--- config.mk ---
export PLATFORM = sky130hd
export DESIGN_NAME = decode_issue
export DESIGN_NICKNAME = d
export VERILOG_FILES = /design/src/rtl/decode_issue.sv
export SDC_FILE = /design/constraint.sdc
export NUM_CORES = 1
export LEC_CHECK = 0
export CORE_ASPECT_RATIO = 0.8
export CORE_MARGIN = 10
export CORE_UTILIZATION = 30
export CTS_CLUSTER_DIAMETER = 150
export DETAILED_ROUTE_END_ITERATION = 16
export DONT_BUFFER_PORTS = 1
export GPL_TIMING_DRIVEN = 0
export PLACE_DENSITY = 0.51
export SLEW_MARGIN = 10
export SYNTH_ARGS = -nofsm -noshare
export SYNTH_HDL_FRONTEND = slang
export SYNTH_SLANG_ARGS = --single-unit
--- constraint.sdc ---
create_clock -name clk -period 3.14 [get_ports clk]
set_clock_uncertainty 0.15 [all_clocks]
set_input_delay 0.157 -clock clk [delete_from_list [all_inputs] [get_ports clk]]
set_output_delay 0.157 -clock clk [all_outputs]
set_load 0.03 [all_outputs]
--- src/rtl/decode_issue.sv ---
// Instruction queue plus decode/issue stage. Buffers fetched words and decodes the head.
// Each issued instruction goes to the RS or the LSB with its operands resolved from the regfile or the CDB.
module decode_issue #(
    parameter int unsigned QUEUE_DEPTH = 4,
    parameter int unsigned ROB_WIDTH   = 4,
    parameter int unsigned CDB_CNT     = 2
) (
    input  logic                    clk,
    input  logic                    rst,
    input  logic                    rdy,
    input  logic                    rollback,
    input  logic                    inst_valid,
    input  logic [31:0]             inst,
    input  logic [31:0]             inst_pc,
    input  logic                    inst_pre_j,
    output logic                    queue_full,
    output logic [4:0]              reg_rs1,
    output logic [4:0]              reg_rs2,
    input  logic                    reg_rs1_rdy,
    input  logic [31:0]             reg_rs1_val,
    input  logic [ROB_WIDTH-1:0]    reg_rs1_rob_pos,
    input  logic                    reg_rs2_rdy,
    input  logic [31:0]             reg_rs2_val,
    input  logic [ROB_WIDTH-1:0]    reg_rs2_rob_pos,
    input  logic                    rob_full,
    input  logic [ROB_WIDTH-1:0]    rob_tail,
    input  logic                    rs_full,
    input  logic                    lsb_full,
    input  logic [CDB_CNT-1:0]      cdb_valid,
    input  logic [CDB_CNT*ROB_WIDTH-1:0] cdb_rob_pos,
    input  logic [CDB_CNT*32-1:0]   cdb_val,
    output logic                    done,
    output logic                    rs_en,
    output logic                    lsb_en,
    output logic [ROB_WIDTH-1:0]    rob_pos,
    output logic [6:0]              opcode,
    output logic [2:0]              funct3,
    output logic                    funct7,
    output logic [4:0]              rd,
    output logic [31:0]             imm,
    output logic [31:0]             pc,
    output logic                    pre_j,
    output logic                    rs1_rdy,
    output logic                    rs2_rdy,
    output logic [31:0]             rs1_val,
    output logic [31:0]             rs2_val,
    output logic [ROB_WIDTH-1:0]    rs1_rob_pos,
    output logic [ROB_WIDTH-1:0]    rs2_rob_pos
);
    localparam int unsigned PTR_W = $clog2(QUEUE_DEPTH);
    localparam int unsigned CNT_W = PTR_W + 1;

    localparam logic [6:0] OP_LUI   = 7'b0110111;
    localparam logic [6:0] OP_AUIPC = 7'b0010111;
    localparam logic [6:0] OP_JAL   = 7'b1101111;
    localparam logic [6:0] OP_JALR  = 7'b1100111;
    localparam logic [6:0] OP_B     = 7'b1100011;
    localparam logic [6:0] OP_L     = 7'b0000011;
    localparam logic [6:0] OP_S     = 7'b0100011;
    localparam logic [6:0] OP_CALI  = 7'b0010011;
    localparam logic [6:0] OP_CAL   = 7'b0110011;

    logic [31:0]      inst_mem [QUEUE_DEPTH];
    logic [31:0]      pc_mem   [QUEUE_DEPTH];
    logic             prej_mem [QUEUE_DEPTH];
    logic [PTR_W-1:0] head_q, head_d, tail_q, tail_d;
    logic [CNT_W-1:0] count_q, count_d;

    logic [31:0] h_inst;
    logic [6:0]  h_op;
    logic        known, to_lsb, unit_full, enq, deq, issue, drop, rs1_use, rs2_use;
    logic [31:0] imm_c;
    logic        op1_rdy, op2_rdy;
    logic [31:0] op1_val, op2_val;
    logic [ROB_WIDTH-1:0] op1_pos, op2_pos;

    assign h_inst     = inst_mem[head_q];
    assign h_op       = h_inst[6:0];
    assign reg_rs1    = h_inst[19:15];
    assign reg_rs2    = h_inst[24:20];
    assign queue_full = (count_q == CNT_W'(QUEUE_DEPTH));

    // Class decode, handshakes and queue pointer update.
    always_comb begin
        known   = 1'b1;
        to_lsb  = 1'b0;
        rs1_use = 1'b1;
        rs2_use = 1'b0;
        case (h_op)
            OP_L:                    begin to_lsb = 1'b1; end
            OP_S:                    begin to_lsb = 1'b1; rs2_use = 1'b1; end
            OP_CAL, OP_B:            begin rs2_use = 1'b1; end
            OP_CALI, OP_JALR:        begin end
            OP_LUI, OP_AUIPC, OP_JAL: begin rs1_use = 1'b0; end
            default:                 begin known = 1'b0; rs1_use = 1'b0; end
        endcase
        unit_full = to_lsb ? lsb_full : rs_full;
        enq   = inst_valid & ~queue_full & rdy & ~rollback;
        issue = rdy & ~rollback & (count_q != '0) & known & ~rob_full & ~unit_full;
        drop  = rdy & ~rollback & (count_q != '0) & ~known;
        deq   = issue | drop;

        head_d  = deq ? head_q + PTR_W'(1) : head_q;
        tail_d  = enq ? tail_q + PTR_W'(1) : tail_q;
        count_d = count_q;
        if (enq && !deq)      count_d = count_q + CNT_W'(1);
        else if (!enq && deq) count_d = count_q - CNT_W'(1);
        if (rollback) begin
            head_d  = '0;
            tail_d  = '0;
            count_d = '0;
        end
    end

    // Immediate formats by opcode.
    always_comb begin
        imm_c = 32'h0;
        case (h_op)
            OP_L, OP_CALI, OP_JALR: imm_c = {{20{h_inst[31]}}, h_inst[31:20]};
            OP_S:              imm_c = {{20{h_inst[31]}}, h_inst[31:25], h_inst[11:7]};
            OP_B:              imm_c = {{19{h_inst[31]}}, h_inst[31], h_inst[7],
                                        h_inst[30:25], h_inst[11:8], 1'b0};
            OP_LUI, OP_AUIPC:  imm_c = {h_inst[31:12], 12'h0};
            OP_JAL:            imm_c = {{11{h_inst[31]}}, h_inst[31], h_inst[19:12],
                                        h_inst[20], h_inst[30:21], 1'b0};
            default:           imm_c = 32'h0;
        endcase
    end

    // Operand resolution; scanning channels downward lets the lowest match win.
    always_comb begin
        op1_rdy = reg_rs1_rdy;
        op1_val = reg_rs1_rdy ? reg_rs1_val : 32'h0;
        op1_pos = reg_rs1_rdy ? '0 : reg_rs1_rob_pos;
        op2_rdy = reg_rs2_rdy;
        op2_val = reg_rs2_rdy ? reg_rs2_val : 32'h0;
        op2_pos = reg_rs2_rdy ? '0 : reg_rs2_rob_pos;
        for (int c = int'(CDB_CNT) - 1; c >= 0; c--) begin
            if (!reg_rs1_rdy && cdb_valid[c] &&
                cdb_rob_pos[c*ROB_WIDTH +: ROB_WIDTH] == reg_rs1_rob_pos) begin
                op1_rdy = 1'b1;
                op1_val = cdb_val[c*32 +: 32];
            end
            if (!reg_rs2_rdy && cdb_valid[c] &&
                cdb_rob_pos[c*ROB_WIDTH +: ROB_WIDTH] == reg_rs2_rob_pos) begin
                op2_rdy = 1'b1;
                op2_val = cdb_val[c*32 +: 32];
            end
        end
        if (!rs1_use) begin
            op1_rdy = 1'b1;
            op1_val = 32'h0;
            op1_pos = '0;
        end
        if (!rs2_use) begin
            op2_rdy = 1'b1;
            op2_val = 32'h0;
            op2_pos = '0;
        end
    end

    // Queue storage needs no reset: only entries below count are ever read.
    always_ff @(posedge clk) begin
        if (enq && !rst) begin
            inst_mem[tail_q] <= inst;
            pc_mem[tail_q]   <= inst_pc;
            prej_mem[tail_q] <= inst_pre_j;
        end
    end

    always_ff @(posedge clk) begin
        if (rst) begin
            head_q <= '0;      tail_q <= '0;      count_q <= '0;
            done <= 1'b0;      rs_en <= 1'b0;     lsb_en <= 1'b0;
            rob_pos <= '0;     opcode <= '0;      funct3 <= '0;
            funct7 <= 1'b0;    rd <= '0;          imm <= '0;
            pc <= '0;          pre_j <= 1'b0;
            rs1_rdy <= 1'b1;   rs2_rdy <= 1'b1;
            rs1_val <= '0;     rs2_val <= '0;
            rs1_rob_pos <= '0; rs2_rob_pos <= '0;
        end else begin
            head_q  <= head_d;
            tail_q  <= tail_d;
            count_q <= count_d;
            done    <= issue;
            rs_en   <= issue & ~to_lsb;
            lsb_en  <= issue & to_lsb;
            if (issue) begin
                rob_pos     <= rob_tail;
                opcode      <= h_op;
                funct3      <= h_inst[14:12];
                funct7      <= h_inst[30];
                rd          <= (h_op == OP_S || h_op == OP_B) ? 5'd0 : h_inst[11:7];
                imm         <= imm_c;
                pc          <= pc_mem[head_q];
                pre_j       <= prej_mem[head_q];
                rs1_rdy     <= op1_rdy;
                rs2_rdy     <= op2_rdy;
                rs1_val     <= op1_val;
                rs2_val     <= op2_val;
                rs1_rob_pos <= op1_pos;
                rs2_rob_pos <= op2_pos;
            end
        end
    end
endmodule
Yosys cells after proc, flatten, opt, wreduce, memory -nomap -nowiden
Memories as Yosys holds them, arrays and structs flattened. A register that Yosys moved wholly into a read port is not among the register bits.
Cells that the tools add are included.
{"block": "classes", "addsub": 4, "eq_ne": 14, "muxes": 31, "bitwise_logic": 18, "reduce_logical": 26}
{"cell": "$mux 32", "n": 8}
{"cell": "$pmux 32 s5", "n": 1}
{"cell": "$eq 7x6->1 const B", "n": 3}
{"cell": "$eq 7x7->1 const B", "n": 3}
{"cell": "$eq 4x4->1", "n": 4}
{"cell": "$mux 4", "n": 4}
{"cell": "$eq 7x5->1 const B", "n": 2}
{"cell": "$mux 1", "n": 13}
{"cell": "$and 1x1->1", "n": 11}
{"cell": "$logic_and 1x1->1", "n": 11}
{"cell": "$reduce_or 9->1", "n": 1}
{"cell": "$eq 7x2->1 const B", "n": 1}
{"cell": "$mux 3", "n": 2}
{"cell": "$not 1->1", "n": 6}
{"cell": "$reduce_or 2->1", "n": 3}
{"cell": "$reduce_or 3->1", "n": 2}
{"cell": "$reduce_or 6->1", "n": 1}
{"cell": "$logic_not 1->1", "n": 5}
{"cell": "$mux 5", "n": 1}
{"cell": "$add 2x1->2 const B", "n": 2}
{"cell": "$mux 2", "n": 2}
{"cell": "$add 3x1->3 const B", "n": 1}
{"cell": "$eq 3x3->1 const B", "n": 1}
{"cell": "$reduce_bool 3->1", "n": 1}
{"cell": "other kinds (4)", "n": 4}
{"block": "word_totals", "reg_bits": 136, "ram_bits": 260, "in_bits": 225, "output_inout_bits": 173, "word_cells": 114, "memories": 3}
{"name": "inst_mem", "words": 4, "width": 32, "rd": 1, "rd_ports_with_merged_regs": 1, "write_ports": 1, "line_no": "63", "text": "logic [31:0] inst_mem [QUEUE_DEPTH];"}
{"name": "pc_mem", "words": 4, "width": 32, "rd": 1, "rd_ports_with_merged_regs": 1, "write_ports": 1, "line_no": "64", "text": "logic [31:0] pc_mem [QUEUE_DEPTH];"}
{"name": "prej_mem", "words": 4, "width": 1, "rd": 1, "rd_ports_with_merged_regs": 1, "write_ports": 1, "line_no": "65", "text": "logic prej_mem [QUEUE_DEPTH];"}

Depth between registers and ports, before layout
Gate-level depths: netlist of the first run.
{"block": "logic_depth", "depth_word": 10, "ltp_mapped": 15, "depth_no_buf": 11}

Worst setup path after synthesis of the first run
No wires, ideal clock.
{"block": "synth_timing", "path_type": "flip-flop to flip-flop", "start": "reg with a tool-made name", "end": "reg count_q[2]", "setup_time_ps": 70, "arrival_ps": 3247, "t_required_ps": 2920, "path_slack_ps": -327, "stages_incl_launch_ff": 16, "n_path_buf": 4, "period_less_slack_ps": 3467, "path_cell_list": "dfxtp_1 -> buf_6 -> mux4_2 -> buf_6 -> nor3_4 -> nand4_1 -> nand3_2 -> buf_2 -> buf_2 -> o21a_1 -> ha_1 -> inv_1 -> fa_1 -> xor2_1 -> or3_1 -> a21oi_1"}
{"item": "end signal: assignment", "line_no": "184", "text": "count_q <= count_d;"}
{"item": "end: declaration", "line_no": "67", "text": "logic [CNT_W-1:0] count_q, count_d;"}

==> metrics.md, run 1 <==
| Metric | Value |
|---|---|
| Dpl ws | -0.763 ns |
| DP HPWL | 50.4 mm |
| Final worst slack | -0.209 ns |
| H-tree Lvls | 2 |
| Starting Density | 30.3% |
| Unrepaired setup endpoints after global routing | true |
| Post-synth top flop | edfxtp_1 |
| CP Class | reg -> reg |
| Tot Pwr | 12.3 mW |
| Max_slew headroom | 14.9% |
| Initial DRT Pass Iterations | 5 |
| Area contributors post-synth | edfxtp_1 43%, dfxtp_1 19%, mux4_2 8.0% |
| Vias in the first global route | 13704 |
| Final Setup Violations | 2 |
| # IOs | 398 |
| Most frequent cell after synthesis | edfxtp_1 |
| Via count | 13596 |
| Mux contribution to synthesized area | 8.36% |
| DIE HEIGHT | 240 um |
| Post-Syn Area | 18100 um2 |
| Fmax | 299 MHz |
| CTS tree | yes |
| Die Footprint | 70600 um2 |
| Final nets | 1855 |
| Register area share after synthesis | 62.1% |
| Largest family of logic cells by synthesized area | compound AO/OA/AOI/OAI gates |
| WHS Path Cells | 6 |
| Horiz. Die Dim | 295 um |
| Cell taking the most area after synthesis | edfxtp_1 |
| Initial antenna violation count | 7 |
| Non-Filler Instances | 2443 |
| CP startpoint kind | flip-flop |
| Hold_ws | 0.0787 ns |
| Failing checks | setup timing |
| DR vias/cell | 5.57 |
| Number of hold violations in the final report | 0 |
| CTS root buf | clkbuf_16 |
| Post-DRT Antenna Nets | 0 |
| Synth cell types | 62 |
| Post-Route WL | 69.7 mm |
| Total GRT Usage | 19.0% |
| Placed insts | 2124 |
| Worst Tran Pin Value | 1.27 ns |
| Largest net degree at the start of global routing | 46 |
| Remaining DRCs | 0 |
| Register bit total from synthesis | 431 |
| Async SR Flop Fraction | 0% |
| Syn avg cell area | 13.5 um2 |
| Fin area | 23300 um2 |
| Post-synth EDFFs | 260 |
| Min cycle time layout | 3.35 ns |
| Status | finished, violations left |
| CTS Buf Count | 46 |
| Row cnt | 80 |
| Clk sinks | 431 |
| Worst Reg-to-Reg Cells | 15 |
| Buffers added on ports | 0 |
| # fillers | 5632 |
| Global-route wire length before repair | 99.6 mm |
| Most frequent cells after synthesis | 260 x edfxtp_1, 171 x dfxtp_1, 102 x clkbuf_1, 87 x a21oi_1, 81 x nor2_1 |
| Max FO, Critical Path | 5 |
| PwrDens | 527 nW/um2 |
| Max VDD drop | 0.000578 V |
| Worst Path Arrival | 3.72 ns |
| Compound-Gate Fraction of Synth Area | 17.5% |
| Core area | 59700 um2 |
| Post-synth top area share | 43.1% |
| Crit path required time | 3.51 ns |
| Max cap viols | 0 |
| Clock buffer depth | 3 |
| Total global routing overflow | 0 |
| Critical Path Sink Type | flip-flop |
| Fin crit share | 107% |
| Clock Pin Slew Worst Setup and Hold Paths | 0.07 ns |
| Later-pin clock latency in the skew report | 0.59 ns |
| Iter 0 DRT Violations | 1071 |
| Routed length per placed instance | 28.5 um |
| Adder-Cell Fraction of Synth Area | 0.456% |
| Area of placed instances | 19200 um2 |
| Share of layout cells above drive strength 1 | 19.1% |
| Xor-xnor portion of the synthesized cell area | 0.484% |
| Final Max Slew Viols | 0 |
| Post-synthesis simple-gate area fraction | 6.84% |
| Yosys warning total | 0 |
| Mapped Cells | 1340 |
| P_leak | 7.65 nW |
| Area grow syn2layout | 28.8% |
| Hold/Removal Path Class | in -> reg |
| Routability cong. | 0.832 |
| Net Count, Synth | 1571 |
==> worst max-delay path, cell delays in order, from the launching register on <==
cell and delay (ns):
dfxtp_2 0.32, buf_6 0.13, mux4_2 0.54, buf_6 0.15
nor3_4 0.16, nand4_1 0.19, nand3_4 0.17, buf_12 0.12
buf_12 0.10, o21a_4 0.14, ha_4 0.13, inv_2 0.04
fa_2 0.33, xor2_1 0.15, or3_1 0.32, a21oi_2 0.14
==> path summary, 6_finish.rpt <==
path,to,slack [ns],from
setup / recovery,count_q[2],-0.21,flip-flop
setup reg to reg,count_q[2],-0.21,flip-flop
hold reg to reg,count_q[2],0.37,count_q[2]
hold / removal,head_q[0],0.08,rob_full
==> routing by layer <==
| layer | GRT usage, % | vias up | routed length (um) |
|---|---|---|---|
| li1 | - | 5923 | - |
| met1 | 24.2 | 6929 | 28600 |
| met2 | 30.4 | 639 | 32400 |
| met3 | 6.83 | 101 | 7340 |
| met4 | 4.57 | 4 | 1340 |
| met5 | 0 | - | 19 |
==> cells by family after synthesis <==
group           after synthesis
mux                          71
flops                       431
buf+inv                     172
simple gates                249
xor+xnor                     10
compound gates              401
fa+ha+maj                     6
==> layout make-up <==
type | count | area (um2) | share of cell area, %
flip-flops and latches | 431 | 11200 | 48.2
multi-input cells | 737 | 6250 | 26.8
repair buffers | 237 | 2380 | 10.2
clock buffers | 64 | 1310 | 5.62
well taps | 779 | 975 | 4.18
plain buffers | 145 | 837 | 3.59
clock inverters | 21 | 229 | 0.982
inverters | 26 | 97.6 | 0.418
diodes | 3 | 7.51 | 0.0322
==> repair_timing <==
item                                   in CTS  in global routing
endpoints found under the hold margin     345                  0
hold buffers                              210                  0
pin swaps                                   7                  6
gates resized for setup                    50                 62
setup endpoints to repair                 147                155
buffers inserted                           13                  9
==> sequential cells by signal, summed over array words and instances, names as in the netlist, 3 cells and up, named ones only <==
register	flops
inst_mem	128
rd	5
funct3	3
rs2_val	32
pc_mem	128
rs2_rob_pos	4
pc	32
count_q	3
rs1_val	32
prej_mem	4
imm	32
opcode	7
rs1_rob_pos	4
rob_pos	4
==> cell usage in the layout, fill, tap and decap left out, types with 48 or more instances in the layout <==
master         netlist  routed
edfxtp_1           260     260
dlygate4sd3_1        0     210
dfxtp_1            171     170
a21oi_1             87      86
nor2_1              81      80
clkbuf_1           102      79
o21ai_0             65      65
o211ai_1            65      65
mux4_2              64      64
a221oi_1            64      64
nand3_1             53      53
clkbuf_16            0      48
==> where the power goes <==
group	switching (mW)	total [mW]	leakage [nW]	internal, mW
Sequential	0.00841	6.02	3.72	6.01
Combinational	0.365	0.681	3.18	0.317
Clock	2.39	5.59	0.755	3.20
Total	2.76	12.3	7.65	9.52
==> stage by stage <==
stage / utilization [%] / setup TNS (ns)
2_1_floorplan: - / -2.47
3_3_place_gp: 32.0 / -739.85
3_5_place_dp: 32.3 / -153.79
4_1_cts: 38.7 / -0.509
5_1_grt: 39.1 / -0.803
6_report: 39.1 / -0.299
(Power assumes the default switching activity.)
==> run 2: changes to the inputs <==
Settings changed: CORE_ASPECT_RATIO 0.8 to 0.7.
==> run 2 against run 1 <==
Against the previous run:
- the run still ends with setup timing left
- non-clock buffer count is 3 lower
- maximum frequency is 2.3% higher
- final cell count is 1.0% higher
- critical path depth is 1 lower
- first-iteration DRC count is 41% higher
- global-route usage is 0.41 points lower
- critical path type unchanged
- highest routed layer unchanged
==> metrics.md, run 2 (synthesis results as in run 1) <==
| Metric | Value |
|---|---|
| Final nets | 1851 (was 1855) |
| Vias in the first global route | 13776 (was 13704) |
| Total GRT Usage | 18.6% (was 19.0%) |
| Hold/Removal Path Class | in -> reg (unchanged) |
| CTS root buf | clkbuf_16 (unchanged) |
| Largest net degree at the start of global routing | 46 (unchanged) |
| GRT met1 Usage | 24.8% (was 24.2%) |
| Via count | 13990 (was 13596) |
| Share of layout cells above drive strength 1 | 18.2% (was 19.1%) |
| Row cnt | 75 (was 80) |
| Critical Path Sink Type | flip-flop (unchanged) |
| Final worst slack | -0.134 ns (was -0.209 ns) |
| Routability cong. | 0.937 (was 0.832) |
| Die Footprint | 70700 um2 (was 70600 um2) |
| Horiz. Die Dim | 314 um (was 295 um) |
| CP peak stage delay | 0.61 ns (was 0.54 ns) |
| P_leak | 7.54 nW (was 7.65 nW) |
| GRT busiest layer | met2 (unchanged) |
| Commonest non-fill, non-tap cells in the layout | 260 x edfxtp_1, 209 x dlygate4sd3_1, 170 x dfxtp_1 (was 260 x edfxtp_1, 210 x dlygate4sd3_1, 170 x dfxtp_1) |
| Crit path required time | 3.48 ns (was 3.51 ns) |
| Post-Route WL | 69.2 mm (was 69.7 mm) |
| Number of hold violations in the final report | 0 (unchanged) |
| Total global routing overflow | 0 (unchanged) |
| CP Class | reg -> reg (unchanged) |
| DIE HEIGHT | 226 um (was 240 um) |
| CP cell instances | buf_6 > buf_6 > mux4_2 > a31o_4 > nand3_4 > buf_12 > buf_12 > o21a_4 > ha_4 > inv_2 > fa_2 > xor2_1 > or3_1 > a21oi_1 (was buf_6 > mux4_2 > buf_6 > nor3_4 > nand4_1 > nand3_4 > buf_12 > buf_12 > o21a_4 > ha_4 > inv_2 > fa_2 > xor2_1 > or3_1 > a21oi_2) |
| Clk sinks | 431 (unchanged) |
| Final Max Slew Viols | 0 (unchanged) |
| Max cap viols | 0 (unchanged) |
| Global-route wire length before repair | 98.1 mm (was 99.6 mm) |
| Placed insts | 2152 (was 2124) |
| Post-DRT Antenna Nets | 0 (unchanged) |
| Final Setup Violations | 1 (was 2) |
| Remaining DRCs | 0 (unchanged) |
| Tot Pwr | 11.9 mW (was 12.3 mW) |
| Initial DRT Pass Iterations | 5 (unchanged) |
| Non-Filler Instances | 2468 (was 2443) |
| Area grow syn2layout | 27.8% (was 28.8%) |
| Iter 0 DRT Violations | 1506 (was 1071) |
| Max VDD drop | 0.000391 V (was 0.000578 V) |
| Clock Pin Slew Worst Setup and Hold Paths | 0.06 ns (was 0.07 ns) |
| Grt met2 use | 27.7% (was 30.4%) |
| Max FO, Critical Path | 10 (was 5) |
| CTS tree | yes (unchanged) |
| CP startpoint kind | flip-flop (unchanged) |
| Unrepaired setup endpoints after global routing | true (unchanged) |
| Buffers added on ports | 0 (unchanged) |
| Critical path's slowest cell | mux4_2 (unchanged) |
| Fmax | 305 MHz (was 299 MHz) |
| Met3 usage | 7.46% (was 6.83%) |
| Max_slew headroom | 13.1% (was 14.9%) |
| Worst Path Arrival | 3.62 ns (was 3.72 ns) |
| CTS Buf Count | 45 (was 46) |
| PwrDens | 515 nW/um2 (was 527 nW/um2) |
| Top Registers | inst_mem (128), pc_mem (128) (unchanged) |
| Starting Density | 30.3% (about the same) |
| Core area | 59800 um2 (was 59700 um2) |
| Crit path buffers/inverters | 5 (unchanged) |
| # IOs | 398 (unchanged) |
| Fin crit share | 104% (was 107%) |
| DR vias/cell | 5.67 (was 5.57) |
| Min cycle time layout | 3.27 ns (was 3.35 ns) |
| Worst Tran Pin Value | 1.29 ns (was 1.27 ns) |
| Family with the most delay on the worst path | multiplexers (was simple AND/OR/NAND/NOR gates) |
| Routed length per placed instance | 28.0 um (was 28.5 um) |
| Clock buffer depth | 3 (unchanged) |
| Commonest non-fill, non-tap cell in the layout | edfxtp_1 (unchanged) |
| Failing checks | setup timing (unchanged) |
| Later-pin clock latency in the skew report | 0.58 ns (was 0.59 ns) |
| H-tree Lvls | 2 (unchanged) |
| Status | finished, violations left (unchanged) |
| Initial antenna violation count | 6 (was 7) |
| DP HPWL | 49.7 mm (was 50.4 mm) |
## run 2: cell types whose count changed in the layout (fill, tap and decap cells not counted), sizes merged
cell         delta
dlygate4sd3     -1
buf            -10
inv             -1
bufinv          -1
clkinv          +6
clkbuf          +2
diode           +1
## run 2: worst paths after layout
kind / start / endpoint / slack [ns] / depth (start not counted)
worst max register to register: flip-flop / count_q[2] / -0.13 / 14
worst min register to register: count_q[2] / count_q[2] / 0.37 / 2
worst max-delay path: flip-flop / count_q[2] / -0.13 / 14
worst min-delay path: cdb_val[39] / rs1_val[7] / 0.01 / 3
## run 2: metal layers
layer | vias to the layer above | share of wire [%] | wire length, um
met5 | - | 0.019 | 13
met1 | 7099 | 42 | 29100
met2 | 805 | 43 | 30100
met3 | 166 | 12 | 8080
li1 | 5918 | - | -
met4 | 2 | 2.8 | 1910
## run 2: worst register-to-register path, cell delays in order (launching register included)
cell	delay (ns)
dfxtp_2	0.32
buf_6	0.12
buf_6	0.18
mux4_2	0.62
a31o_4	0.30
nand3_4	0.10
buf_12	0.11
buf_12	0.09
o21a_4	0.13
ha_4	0.13
inv_2	0.04
fa_2	0.32
xor2_1	0.16
or3_1	0.32
a21oi_1	0.12
## run 2: cell type report
| cell class | instances | area (um2) |
|---|---|---|
| fillers | 5724 | 36600 |
| flip-flops and latches | 431 | 11200 |
| multi-input cells | 737 | 6210 |
| repair buffers | 233 | 2360 |
| clock buffers | 58 | 1230 |
| well taps | 808 | 1010 |
| plain buffers | 146 | 801 |
| clock inverters | 25 | 189 |
| inverters | 26 | 97.6 |
| diodes | 4 | 10.0 |
## run 2: what timing repair did
action | 4_1_cts | 5_1_grt
buffers inserted | 18 | 2
endpoints found under the hold margin | 345 | 0
resized for setup | 37 | 60
hold buffers | 209 | 0
endpoints found under the setup margin | 145 | 140
pin swaps | 7 | 3
## run 2: metrics by stage
| stage | worst slack, ns | utilization, % | hold WS, ns | cell area, um2 | setup TNS, ns |
|---|---|---|---|---|---|
| 2_1_floorplan | -0.0847 | - | 0.106 | 18100 | -2.47 |
| 3_3_place_gp | -2.49 | 32.0 | 0.106 | 19100 | -658.56 |
| 3_5_place_dp | -0.824 | 32.3 | 0.106 | 19300 | -86.81 |
| 4_1_cts | -0.192 | 38.6 | 0.00376 | 23100 | -0.196 |
| 5_1_grt | -0.286 | 38.7 | 0.0267 | 23100 | -0.465 |
| 6_report | -0.134 | 38.7 | 0.0124 | 23100 | -0.134 |
## run 2: report_power, final
part | switching, mW | internal, mW | total, mW | leakage (nW)
Sequential | 0.00837 | 6.01 | 6.02 | 3.72
Clock | 2.28 | 2.93 | 5.21 | 0.695
Combinational | 0.380 | 0.315 | 0.695 | 3.12
==> run 3: changes to the inputs <==
Settings changed: PLACE_DENSITY 0.51 to 0.5.
Clock period 3.14 ns to 3.85 ns, I/O delays scaled along.
==> run 3 against run 2 <==
Against the previous run:
- the run now ends clean
- worst setup slack gained 0.42 ns
- combinational power fell by 21%
- flip-flop and latch count stayed put
- total power down 17%
- cell area fell by 0.90%
- critical path type unchanged
- largest cell class unchanged
==> metrics.md, run 3 (synthesis results as in run 1) <==
| Metric | Value |
|---|---|
| DR vias/cell | 5.64 (was 5.67) |
| Routed length per placed instance | 27.8 um (was 28.0 um) |
| CTS root buf | clkbuf_16 (unchanged) |
| PwrDens | 432 nW/um2 (was 515 nW/um2) |
| Min cycle time layout | 3.57 ns (was 3.27 ns) |
| Routability cong. | 0.921 (was 0.937) |
| Iter 0 DRT Violations | 1493 (was 1506) |
| Max_slew headroom | 20.7% (was 13.1%) |
| Largest net degree at the start of global routing | 45 (was 46) |
| Global-route wire length before repair | 97.1 mm (was 98.1 mm) |
| Tot Pwr | 9.90 mW (was 11.9 mW) |
| Final Max Slew Viols | 0 (unchanged) |
| Initial DRT Pass Iterations | 5 (unchanged) |
| Post-Route WL | 68.3 mm (was 69.2 mm) |
| # fillers | 5713 (was 5724) |
| Final Setup Violations | 0 (was 1) |
| Initial antenna violation count | 11 (was 6) |
| Post-DRT Antenna Nets | 0 (unchanged) |
| Placed insts | 2153 (was 2152) |
| Area grow syn2layout | 26.7% (was 27.8%) |
| Horiz. Die Dim | 314 um (unchanged) |
| Fin crit share | 92.6% (was 104%) |
| Max VDD drop | 0.000298 V (was 0.000391 V) |
| Clock buffer depth | 3 (unchanged) |
| Vias in the first global route | 13742 (was 13776) |
| Sw Pwr | 2.18 mW (was 2.67 mW) |
| Clock Pin Slew Worst Setup and Hold Paths | 0.07 ns (was 0.06 ns) |
| Crit path required time | 4.21 ns (was 3.48 ns) |
| DIE HEIGHT | 226 um (unchanged) |
| Seq pwr share | 49.6% (was 50.5%) |
| Share of layout cells above drive strength 1 | 15.0% (was 18.2%) |
| Die Footprint | 70700 um2 (unchanged) |
| Clock power share | 44.8% (was 43.7%) |
| Worst Path Arrival | 3.92 ns (was 3.62 ns) |
| Commonest non-fill, non-tap cell in the layout | edfxtp_1 (unchanged) |
| Final nets | 1837 (was 1851) |
| Remaining DRCs | 0 (unchanged) |
| Status | complete, no violations (was finished, violations left) |
| Critical Path Sink Type | flip-flop (unchanged) |
| Switching Fraction | 22.0% (was 22.4%) |
| Top Registers | inst_mem (128), pc_mem (128) (unchanged) |
| CP startpoint kind | flip-flop (unchanged) |
| Combinational share of power | 5.6% (was 5.8%) |
| P_leak | 7.38 nW (was 7.54 nW) |
| Internal power | 7.72 mW (was 9.25 mW) |
| Total GRT Usage | 18.4% (was 18.6%) |
| Hold/Removal Path Class | in -> reg (unchanged) |
| Max cap viols | 0 (unchanged) |
| Max FO, Critical Path | 10 (unchanged) |
| CP Class | reg -> reg (unchanged) |
| Later-pin clock latency in the skew report | 0.57 ns (was 0.58 ns) |
| Clk sinks | 431 (unchanged) |
| H-tree Lvls | 2 (unchanged) |
| Core area | 59800 um2 (unchanged) |
| CTS Buf Count | 45 (unchanged) |
| DP HPWL | 49.3 mm (was 49.7 mm) |
| Buffers added on ports | 0 (unchanged) |
| Area of placed instances | 19200 um2 (was 19300 um2) |
| CTS tree | yes (unchanged) |
| Worst Tran Pin Value | 1.18 ns (was 1.29 ns) |
| Core Util, Final | 38.4% (was 38.7%) |
| Starting Density | 30.3% (unchanged) |
| Row cnt | 75 (unchanged) |
| Unrepaired setup endpoints after global routing | false (was true) |
| TNS Setup | 0 ns (was -0.134 ns) |
| Via count | 13855 (was 13990) |
| Number of hold violations in the final report | 0 (unchanged) |
| Fin area | 22900 um2 (was 23100 um2) |
| Non-Filler Instances | 2457 (was 2468) |
| Fmax | 280 MHz (was 305 MHz) |
| Commonest non-fill, non-tap cells in the layout | 260 x edfxtp_1, 211 x dlygate4sd3_1, 171 x dfxtp_1 (was 260 x edfxtp_1, 209 x dlygate4sd3_1, 170 x dfxtp_1) |
| Total global routing overflow | 0 (unchanged) |
| # IOs | 398 (unchanged) |
run 3: cell types whose count changed in the layout (fill, tap and decap cells not counted), sizes merged:
| cell | delta |
|---|---|
| clkinv | -11 |
| inv | +3 |
| clkinvlp | -1 |
| bufinv | +2 |
| clkbuf | +7 |
| buf | -16 |
| diode | +3 |
| dlygate4sd3 | +2 |
run 3: worst paths after layout:
kind | from | to | slack, ns | cells after the start
max | flip-flop | count_q[2] | 0.28 | 14
min reg2reg | count_q[2] | count_q[2] | 0.37 | 2
max reg2reg | flip-flop | count_q[2] | 0.28 | 14
min | rollback | flip-flop | 0.06 | 4
run 3: critical path, stage by stage, from the launching register on:
cell and delay, ns:
dfxtp_1 0.32, buf_6 0.13, mux4_2 0.56, buf_6 0.18, nor3_4 0.21, nand4_1 0.20
nand3_4 0.18, buf_8 0.18, o21a_4 0.16, ha_1 0.17, inv_1 0.06, fa_1 0.39
xor2_1 0.16, or3_1 0.30, a21oi_1 0.14
run 3: layer usage:
layer / GRT usage, % / vias to the layer above / wire length [um]
li1: - / 5903 / -
met1: 24.7 / 6977 / 29200
met2: 27.4 / 784 / 30000
met3: 6.39 / 183 / 7040
met4: 5.43 / 8 / 2010
met5: 0 / - / 46
run 3: power by group through the flow:
stage	logic, mW	registers [mW]	clock network, mW
final	0.552	4.91	4.44
after global routing	0.583	4.91	4.72
after CTS	0.539	4.91	4.56
after detailed placement	0.299	5.01	0
after global placement	0.293	5.01	0
after floorplan	0.200	5.01	0
run 3: timing repair:
item	4_1_cts	5_1_grt
setup endpoints to repair	2	37
endpoints found under the hold margin	345	0
resized for setup	5	10
hold buffers	211	0
buffers inserted	2	3
pin swaps	1	2
gates cloned	0	0
run 3: area by class of cell:
class	count	area (um2)	share of cell area, %
inverters	26	97.6	0.426
diodes	7	17.5	0.0764
repair buffers	221	2260	9.84
well taps	808	1010	4.41
flip-flops and latches	431	11200	49.0
clock inverters	18	201	0.879
plain buffers	144	687	3.00
clock buffers	65	1270	5.54
multi-input cells	737	6150	26.8
run 3: metrics by stage:
step                setup slack [ns]  hold WS, ns
floorplan                      0.383        0.141
global route                  0.0455       0.0697
global placement               -1.76        0.142
detailed placement            -0.480        0.142
finish                         0.285       0.0630
CTS                           0.0308       0.0139
